`src/rtl/fpmulr8_pkg.sv`:
```
// Shared definitions for the radix-8 iterative multiplier: FSM states,
// digit width and the iteration-count derivation.
package fpmulr8_pkg;

  localparam int RADIX_BITS = 3;

  typedef enum logic [1:0] {
    IDLE = 2'd0,
    RUN  = 2'd1,
    DONE = 2'd2
  } state_t;

  // One iteration per multiplier digit; a partial top digit is zero-padded.
  function automatic int niter_f(input int wid);
    return (wid + RADIX_BITS - 1) / RADIX_BITS;
  endfunction

endpackage

```
`src/rtl/fpmulr8_if.sv`:
```
// Start/complete bus between the FP sequencer (master) and the multiplier (slave).
interface fpmulr8_if #(
  parameter int WID = 33
) ();

  logic             ce;
  logic             ld;
  logic [WID-1:0]   a;
  logic [WID-1:0]   b;
  logic [2*WID-1:0] p;
  logic             done;

  modport master (output ce, ld, a, b, input p, done);
  modport slave  (input ce, ld, a, b, output p, done);

endinterface

```
`src/rtl/fpmulr8_ppsel.sv`:
```
// Digit-to-multiple selector: returns ash*d for a 3-bit digit d, with the
// odd multiples built from shifted adds so no multiplier is inferred.
module fpmulr8_ppsel #(
  parameter int W = 66
) (
  input  logic [W-1:0] ash_i,
  input  logic [2:0]   d_i,
  output logic [W-1:0] pp_o
);

  logic [W-1:0] x2, x3, x4, x5, x6, x7;

  assign x2 = ash_i << 1;
  assign x4 = ash_i << 2;
  assign x3 = ash_i + x2;
  assign x5 = ash_i + x4;
  assign x6 = x3 << 1;
  assign x7 = x3 + x4;

  always_comb begin
    pp_o = '0;
    case (d_i)
      3'd0:    pp_o = '0;
      3'd1:    pp_o = ash_i;
      3'd2:    pp_o = x2;
      3'd3:    pp_o = x3;
      3'd4:    pp_o = x4;
      3'd5:    pp_o = x5;
      3'd6:    pp_o = x6;
      default: pp_o = x7;
    endcase
  end

endmodule

```
`src/rtl/fpmulr8.sv`:
```
// Iterative unsigned radix-8 multiplier, 3 multiplier bits retired per clock.
// Optional early completion when the remaining multiplier is zero: FPMULR8_EARLY_EN.
module fpmulr8
  import fpmulr8_pkg::*;
#(
  parameter int WID = 33
) (
  input  logic       clk,
  input  logic       rst,
  fpmulr8_if.slave   bus
);

  localparam int NITER = niter_f(WID);
  localparam int CW    = $clog2(NITER + 1);
  localparam int PW    = 2 * WID;

  state_t          state_q, state_d;
  logic [PW-1:0]   acc_q, acc_d;
  logic [PW-1:0]   ash_q, ash_d;
  logic [WID-1:0]  bsh_q, bsh_d;
  logic [CW-1:0]   cnt_q, cnt_d;
  logic            done_q, done_d;
  logic [PW-1:0]   pp;

  fpmulr8_ppsel #(.W(PW)) u_ppsel (
    .ash_i (ash_q),
    .d_i   (bsh_q[2:0]),
    .pp_o  (pp)
  );

  always_comb begin
    state_d = state_q;
    acc_d   = acc_q;
    ash_d   = ash_q;
    bsh_d   = bsh_q;
    cnt_d   = cnt_q;
    done_d  = done_q;
    // A new load always wins, so a load mid-operation aborts and restarts.
    if (bus.ld) begin
      acc_d   = '0;
      ash_d   = PW'(bus.a);
      bsh_d   = bus.b;
      cnt_d   = '0;
      done_d  = 1'b0;
      state_d = RUN;
    end else begin
      case (state_q)
        RUN: begin
`ifdef FPMULR8_EARLY_EN
          if (bsh_q == '0) begin
            state_d = DONE;
            done_d  = 1'b1;
          end else begin
`else
          begin
`endif
            acc_d = acc_q + pp;
            ash_d = ash_q << RADIX_BITS;
            bsh_d = bsh_q >> RADIX_BITS;
            cnt_d = cnt_q + 1'b1;
            if (cnt_q == CW'(NITER - 1)) begin
              state_d = DONE;
              done_d  = 1'b1;
            end
          end
        end
        DONE: done_d = 1'b1;
        IDLE: done_d = 1'b0;
        default: begin
          state_d = IDLE;
          done_d  = 1'b0;
        end
      endcase
    end
  end

  always_ff @(posedge clk or negedge rst) begin
    if (!rst) begin
      state_q <= IDLE;
      acc_q   <= '0;
      ash_q   <= '0;
      bsh_q   <= '0;
      cnt_q   <= '0;
      done_q  <= 1'b0;
    end else if (bus.ce) begin
      state_q <= state_d;
      acc_q   <= acc_d;
      ash_q   <= ash_d;
      bsh_q   <= bsh_d;
      cnt_q   <= cnt_d;
      done_q  <= done_d;
    end
  end

  assign bus.p    = acc_q;
  assign bus.done = done_q;

endmodule
```
`src/flat_wrapper.sv`:
```
// flat-port wrapper written by rule: the top's interface ports become plain ports
module fpmulr8_flat import fpmulr8_pkg::*;
#(
  parameter int WID = 33
)
  (clk, rst, bus_ce, bus_ld, bus_a, bus_b, bus_p, bus_done);
  fpmulr8_if #(.WID(WID)) bus_i ();
  input  logic clk;
  input  logic rst;
  input wire logic [$bits(bus_i.ce)-1:0] bus_ce;
  input wire logic [$bits(bus_i.ld)-1:0] bus_ld;
  input wire logic [$bits(bus_i.a)-1:0] bus_a;
  input wire logic [$bits(bus_i.b)-1:0] bus_b;
  output wire logic [$bits(bus_i.p)-1:0] bus_p;
  output wire logic [$bits(bus_i.done)-1:0] bus_done;
  assign bus_i.ce = bus_ce;
  assign bus_i.ld = bus_ld;
  assign bus_i.a = bus_a;
  assign bus_i.b = bus_b;
  assign bus_p = bus_i.p;
  assign bus_done = bus_i.done;
  fpmulr8 #(.WID(WID)) u_core (.clk(clk), .rst(rst), .bus(bus_i));
endmodule
```
`config.mk`:
```
export PLATFORM = sky130hd
export DESIGN_NAME = fpmulr8_flat
export DESIGN_NICKNAME = d
export VERILOG_FILES = /design/src/rtl/fpmulr8_pkg.sv /design/src/rtl/fpmulr8_if.sv /design/src/rtl/fpmulr8_ppsel.sv /design/src/rtl/fpmulr8.sv /design/src/flat_wrapper.sv
export SDC_FILE = /design/constraint.sdc
export NUM_CORES = 1
export LEC_CHECK = 0
export ABC_AREA = 1
export CAP_MARGIN = 10
export CORE_MARGIN = 2
export CORE_UTILIZATION = 56
export DETAILED_ROUTE_END_ITERATION = 10
export PLACE_DENSITY = 0.79
export SLEW_MARGIN = 5
export SYNTH_ARGS = -nofsm -noshare
export SYNTH_HDL_FRONTEND = slang
export SYNTH_SLANG_ARGS = --single-unit
```
`constraint.sdc`:
```
create_clock -name clk -period 5.9 [get_ports clk]
set_input_delay 1.18 -clock clk [delete_from_list [all_inputs] [get_ports clk]]
set_output_delay 1.18 -clock clk [all_outputs]
set_load 0.01 [all_outputs]
```
==> out/qor.csv, run 1 <==
metric,value,unit
Mean Syn Cell Area,6.26,um2
Initial Util,56.9,%
# rows,72,
die width,203,um
Post-synth ARST share,100,%
post-synthesis sequential area ratio,19.5,%
routability cong.,1.17,
Worst EP post-GRT repair,u_core.bus.p[65]$_DFFE_PN0P_/D,
HPWL Detailed,79900,um
syn_nets,3802,
H-tree levels,4,
CTS Buffer Depth,2,
main flop type after synthesis,dfrtp_1,
DP Worst Slack,-867,ps
height of the chip,203,um
number of synthesized register bits,172,
largest net degree at the start of global routing,84,
Mapped Cells,3533,
I/O pins,137,
outcome,did not finish,
number of hold buffers added after cts,0,
buffers added on ports,136,
number of enable flip-flop cells after synthesis,0,
clock root buffer,clkbuf_16,
Total Routing Usage GR,94.9,%
Worst EP kind,sequential cell input,
error msg,[ERROR GRT-0232] Routing congestion too high. Check the congestion heatmap in the GUI.,
total gr overflow,1665,
CTS Buf Count,17,
CTS Sinks,172,
Mapped Area,0.0221,mm2
Synthesis Warnings,0,
Stopped at,global routing (5_1_grt),
distinct cell type count after synthesis,57,
## metrics by stage
stage                     utilization (%)  std cells  instance area, um2
after floorplan                         -       3533               22100
after global placement               78.5       4980               30500
after detailed placement             78.5       4980               30500
after CTS                            87.9       5120               34100
## routing by layer
| metal | GRT usage, % | GRT overflow |
|---|---|---|
| met1 | 88.5 | 27 |
| met2 | 113 | 1192 |
| met3 | 81.4 | 24 |
| met4 | 102 | 414 |
| met5 | 60.7 | 8 |
## synthesized netlist by cell type, drive strengths merged (2+ instances only)
master / number / area [um2]
o31ai: 13 / 97.6
nor3: 25 / 135
dfrtp: 172 / 4300
nand4: 41 / 257
nand3: 156 / 801
o2111ai: 34 / 298
a32o: 3 / 30.0
a21boi: 10 / 86.3
a22oi: 21 / 158
nor2: 342 / 1290
a211oi: 2 / 15.0
a21oi: 339 / 1740
clkinv: 4 / 15.0
o21a: 18 / 135
a21o: 40 / 300
nor4: 21 / 144
o211ai: 40 / 320
a221oi: 13 / 114
clkbuf: 74 / 278
buf: 21 / 82.6
a31oi: 73 / 457
xnor2: 37 / 324
fa: 3 / 60.1
nand2: 820 / 3100
o221ai: 18 / 158
or2: 20 / 125
nand3b: 5 / 37.5
inv: 440 / 1650
o211a: 2 / 20.0
xor2: 52 / 455
o21bai: 30 / 240
o22ai: 95 / 594
ha: 196 / 2450
o21ai: 342 / 1750
and3: 6 / 37.5
## logic make-up after synthesis
kind of cell    after synthesis  share of synthesized area, %
compound gates             1097                          29.6
xor+xnor                     89                          3.53
fa+ha+maj                   199                          11.4
buf+inv                     539                          9.17
flops                       172                          19.5
simple gates               1437                          26.9
## repair_timing
item / CTS
endpoints found under the setup margin: 41
endpoints found under the hold margin: 0
pin swaps: 107
resized for setup: 515
cloned: 0
buffers inserted: 110
==> run 2, diff against run 1 <==
Settings changed: CORE_UTILIZATION 56 to 40, PLACE_DENSITY 0.79 to not set, PLACE_DENSITY_LB_ADDON set to 0.15.
Clock period 5.9 ns to 7.65 ns, I/O delays scaled along.
==> run 2 against run 1 <==
Net effect: the run now ends clean; synthesized area unchanged; synthesized cell count stayed put.
==> out/qor.csv, run 2 <==
metric,value,unit
Synthesis Warnings,0,
post-synthesis sequential area ratio,19.5,%
HP Class,flip-flop to flip-flop,
length of the first detailed-routing pass in iterations,6,
"Reg clk slew, reported paths",80,ps
vias in the first global route,23900,
switching portion of total power,55.0,%
Initial Util,40.3,%
CTS Sinks,172,
max_slew headroom,27.8,%
worst vdd ir,0.238,mV
Pwr Total,6.40,mW
syn_nets,3802,
worst r2r src,u_core.ash_q[52]$_DFFE_PN0P_,
outcome,"complete, no violations",
Mapped Area,0.0221,mm2
buffers added on ports,136,
Worst-Skew Late Latency,510,ps
share of layout cells above drive strength 1,5.01,%
arrival time worst endpoint,7690,ps
drt total wl,93600,um
Post-synth ARST share,100,%
max cap viols,0,
Total Routing Usage GR,32.3,%
crit end category,flip-flop,
main flop type after synthesis,dfrtp_1,
H-tree levels,4,
height of the chip,239,um
number of synthesized register bits,172,
Core ar.,0.0549,mm2
Detail Route Antenna Nets,0,
CTS tree,yes,
DRC viols,0,
pwr dens,254,mW/mm2
total gr overflow,0,
Mean Syn Cell Area,6.26,um2
CP Class,flip-flop to flip-flop,
I/O pins,137,
Post-synth top cells,"nand2_1 (811), inv_1 (431), nor2_1 (338)",
Vias/cell,5.94,
CP peak stage delay,520,ps
"Max FO, Critical Path",6,
CTS Buffer Depth,2,
Fmax,137,MHz
number of enable flip-flop cells after synthesis,0,
area share of the leading cell type in the synthesized netlist,19.5,%
fin crit share,95.4,%
initial DRC count,3009,
Area contributors post-synth,"dfrtp_1 (19%), nand2_1 (14%), ha_1 (11%), a21oi_1 (7.5%), inv_1 (7.3%)",
unrepaired setup endpoints after global routing,true,
Area Overhead vs Synth,13.8,%
sequential power share,19.8,%
distinct cell type count after synthesis,57,
Clock power frac,14.9,%
Mapped Cells,3533,
NetSw,3.52,mW
"count leader, synth",nand2_1,
Pleak,11.4,nW
WL/cell,21.5,um
P_int,2.88,mW
Slew Limit Fails,0,
worst setup path startpoint,u_core.ash_q[52]$_DFFE_PN0P_,
Worst Hold Launch,u_core.bsh_q[4]$_DFFE_PN0P_,
DP Worst Slack,267,ps
clock root buffer,clkbuf_16,
die width,239,um
Layout Nets,3908,
Final min period,7290,ps
critical path startpoint category,flip-flop,
routability cong.,1.02,
final hold viol count,0,
Worst EP required,8050,ps
Critical-path top delay cell,dfrtp_1,
# rows,86,
Synth area leader,dfrtp_1,
number of hold buffers added after cts,0,
"most used cell, CP",nand2_1,
clk_skew,14.8,ps
largest net degree at the start of global routing,84,
via count,25900,
number of antenna violations at the first check in global routing,3,
CTS Buf Count,17,
first-pass GRT wire length,140000,um
final setup fails,0,
die area,0.0572,mm2
Worst-Margin Slew,1070,ps
"most common cell after layout, fill and taps aside",nand2_1,
final worst setup slack,355,ps
Comb power frac,65.4,%
"commonest non-fill, non-tap cells in the layout","nand2_1 (810), inv_1 (431), nor2_1 (334), a21oi_1 (328), o21ai_0 (307)",
HPWL Detailed,75300,um
-- run 2: cell counts after synthesis --
Identical to the previous run, type by type.
-- run 2: kinds of logic after synthesis --
kind of cell	after synthesis	share of synthesized area, %
buffers and inverters	539	9.17
AO/OA/AOI/OAI	1097	29.6
XOR/XNOR	89	3.53
AND/OR/NAND/NOR	1437	26.9
adder cells (fa/ha/maj)	199	11.4
flip-flops	172	19.5
-- run 2: final timing paths --
kind	to	slack (ps)	cells after the start
worst min-delay path	u_core.bsh_q[4]$_DFFE_PN0P_	490	2
worst max-delay path	u_core.bus.p[65]$_DFFE_PN0P_	360	38
max in group asynchronous	u_core.ash_q[62]$_DFFE_PN0P_	5420	2
worst min register to register	u_core.bsh_q[4]$_DFFE_PN0P_	490	2
min in group asynchronous	u_core.state_q[1]$_DFFE_PN0P_	970	1
worst max register to register	u_core.bus.p[65]$_DFFE_PN0P_	360	38
-- run 2: through the flow --
step	hold slack [ps]	cells	util (%)	setup TNS [ps]	instance area, um2
after floorplan	450	3533	-	0	22100
after global placement	466	4319	44.4	0	24400
after detailed placement	477	4319	44.4	0	24400
after CTS	498	4351	45.5	0	25000
after global routing	511	4356	45.8	-34.9	25100
final	494	4357	45.8	0	25200
-- run 2: cell type report --
class | instances | area [um2]
inverters | 444 | 1670
well taps | 704 | 881
flip-flops and latches | 172 | 4310
repair buffers | 182 | 1720
clock buffers | 17 | 425
fillers | 5914 | 29700
clock inverters | 15 | 183
multi-input cells | 2822 | 16000
diodes | 1 | 2.50
-- run 2: routing by layer --
layer	track usage [%]	vias up	part of all wire, %
met3	6.69	146	9.9
met5	0	-	0.022
li1	-	12400	-
met1	47.7	12000	47
met2	46.3	1277	40
met4	10.7	4	3.1
-- run 2: power groups by stage --
stage / registers, mW / logic (mW) / clock network [mW]
global route: 1.29 / 4.54 / 1.00
global placement: 1.27 / 4.03 / 0
detailed placement: 1.27 / 4.00 / 0
floorplan: 1.23 / 2.66 / 0
finish: 1.27 / 4.18 / 0.950
CTS: 1.26 / 4.02 / 0.973
-- run 2: timing repair --
item / CTS / global route
endpoints found under the setup margin: 0 / 17
hold endpoints to repair: 0 / 0
buffers inserted: 0 / 5
resized for setup: 0 / 30
-- run 2: critical path: cells and delay by family (launching register included) --
kind / cells / cell delay [ps]
xor+xnor: 1 / 160
compound gates: 6 / 880
simple gates: 22 / 3650
buf+inv: 6 / 670
fa+ha+maj: 3 / 1290
flops: 1 / 520
Power figures use the tool's default switching activity.
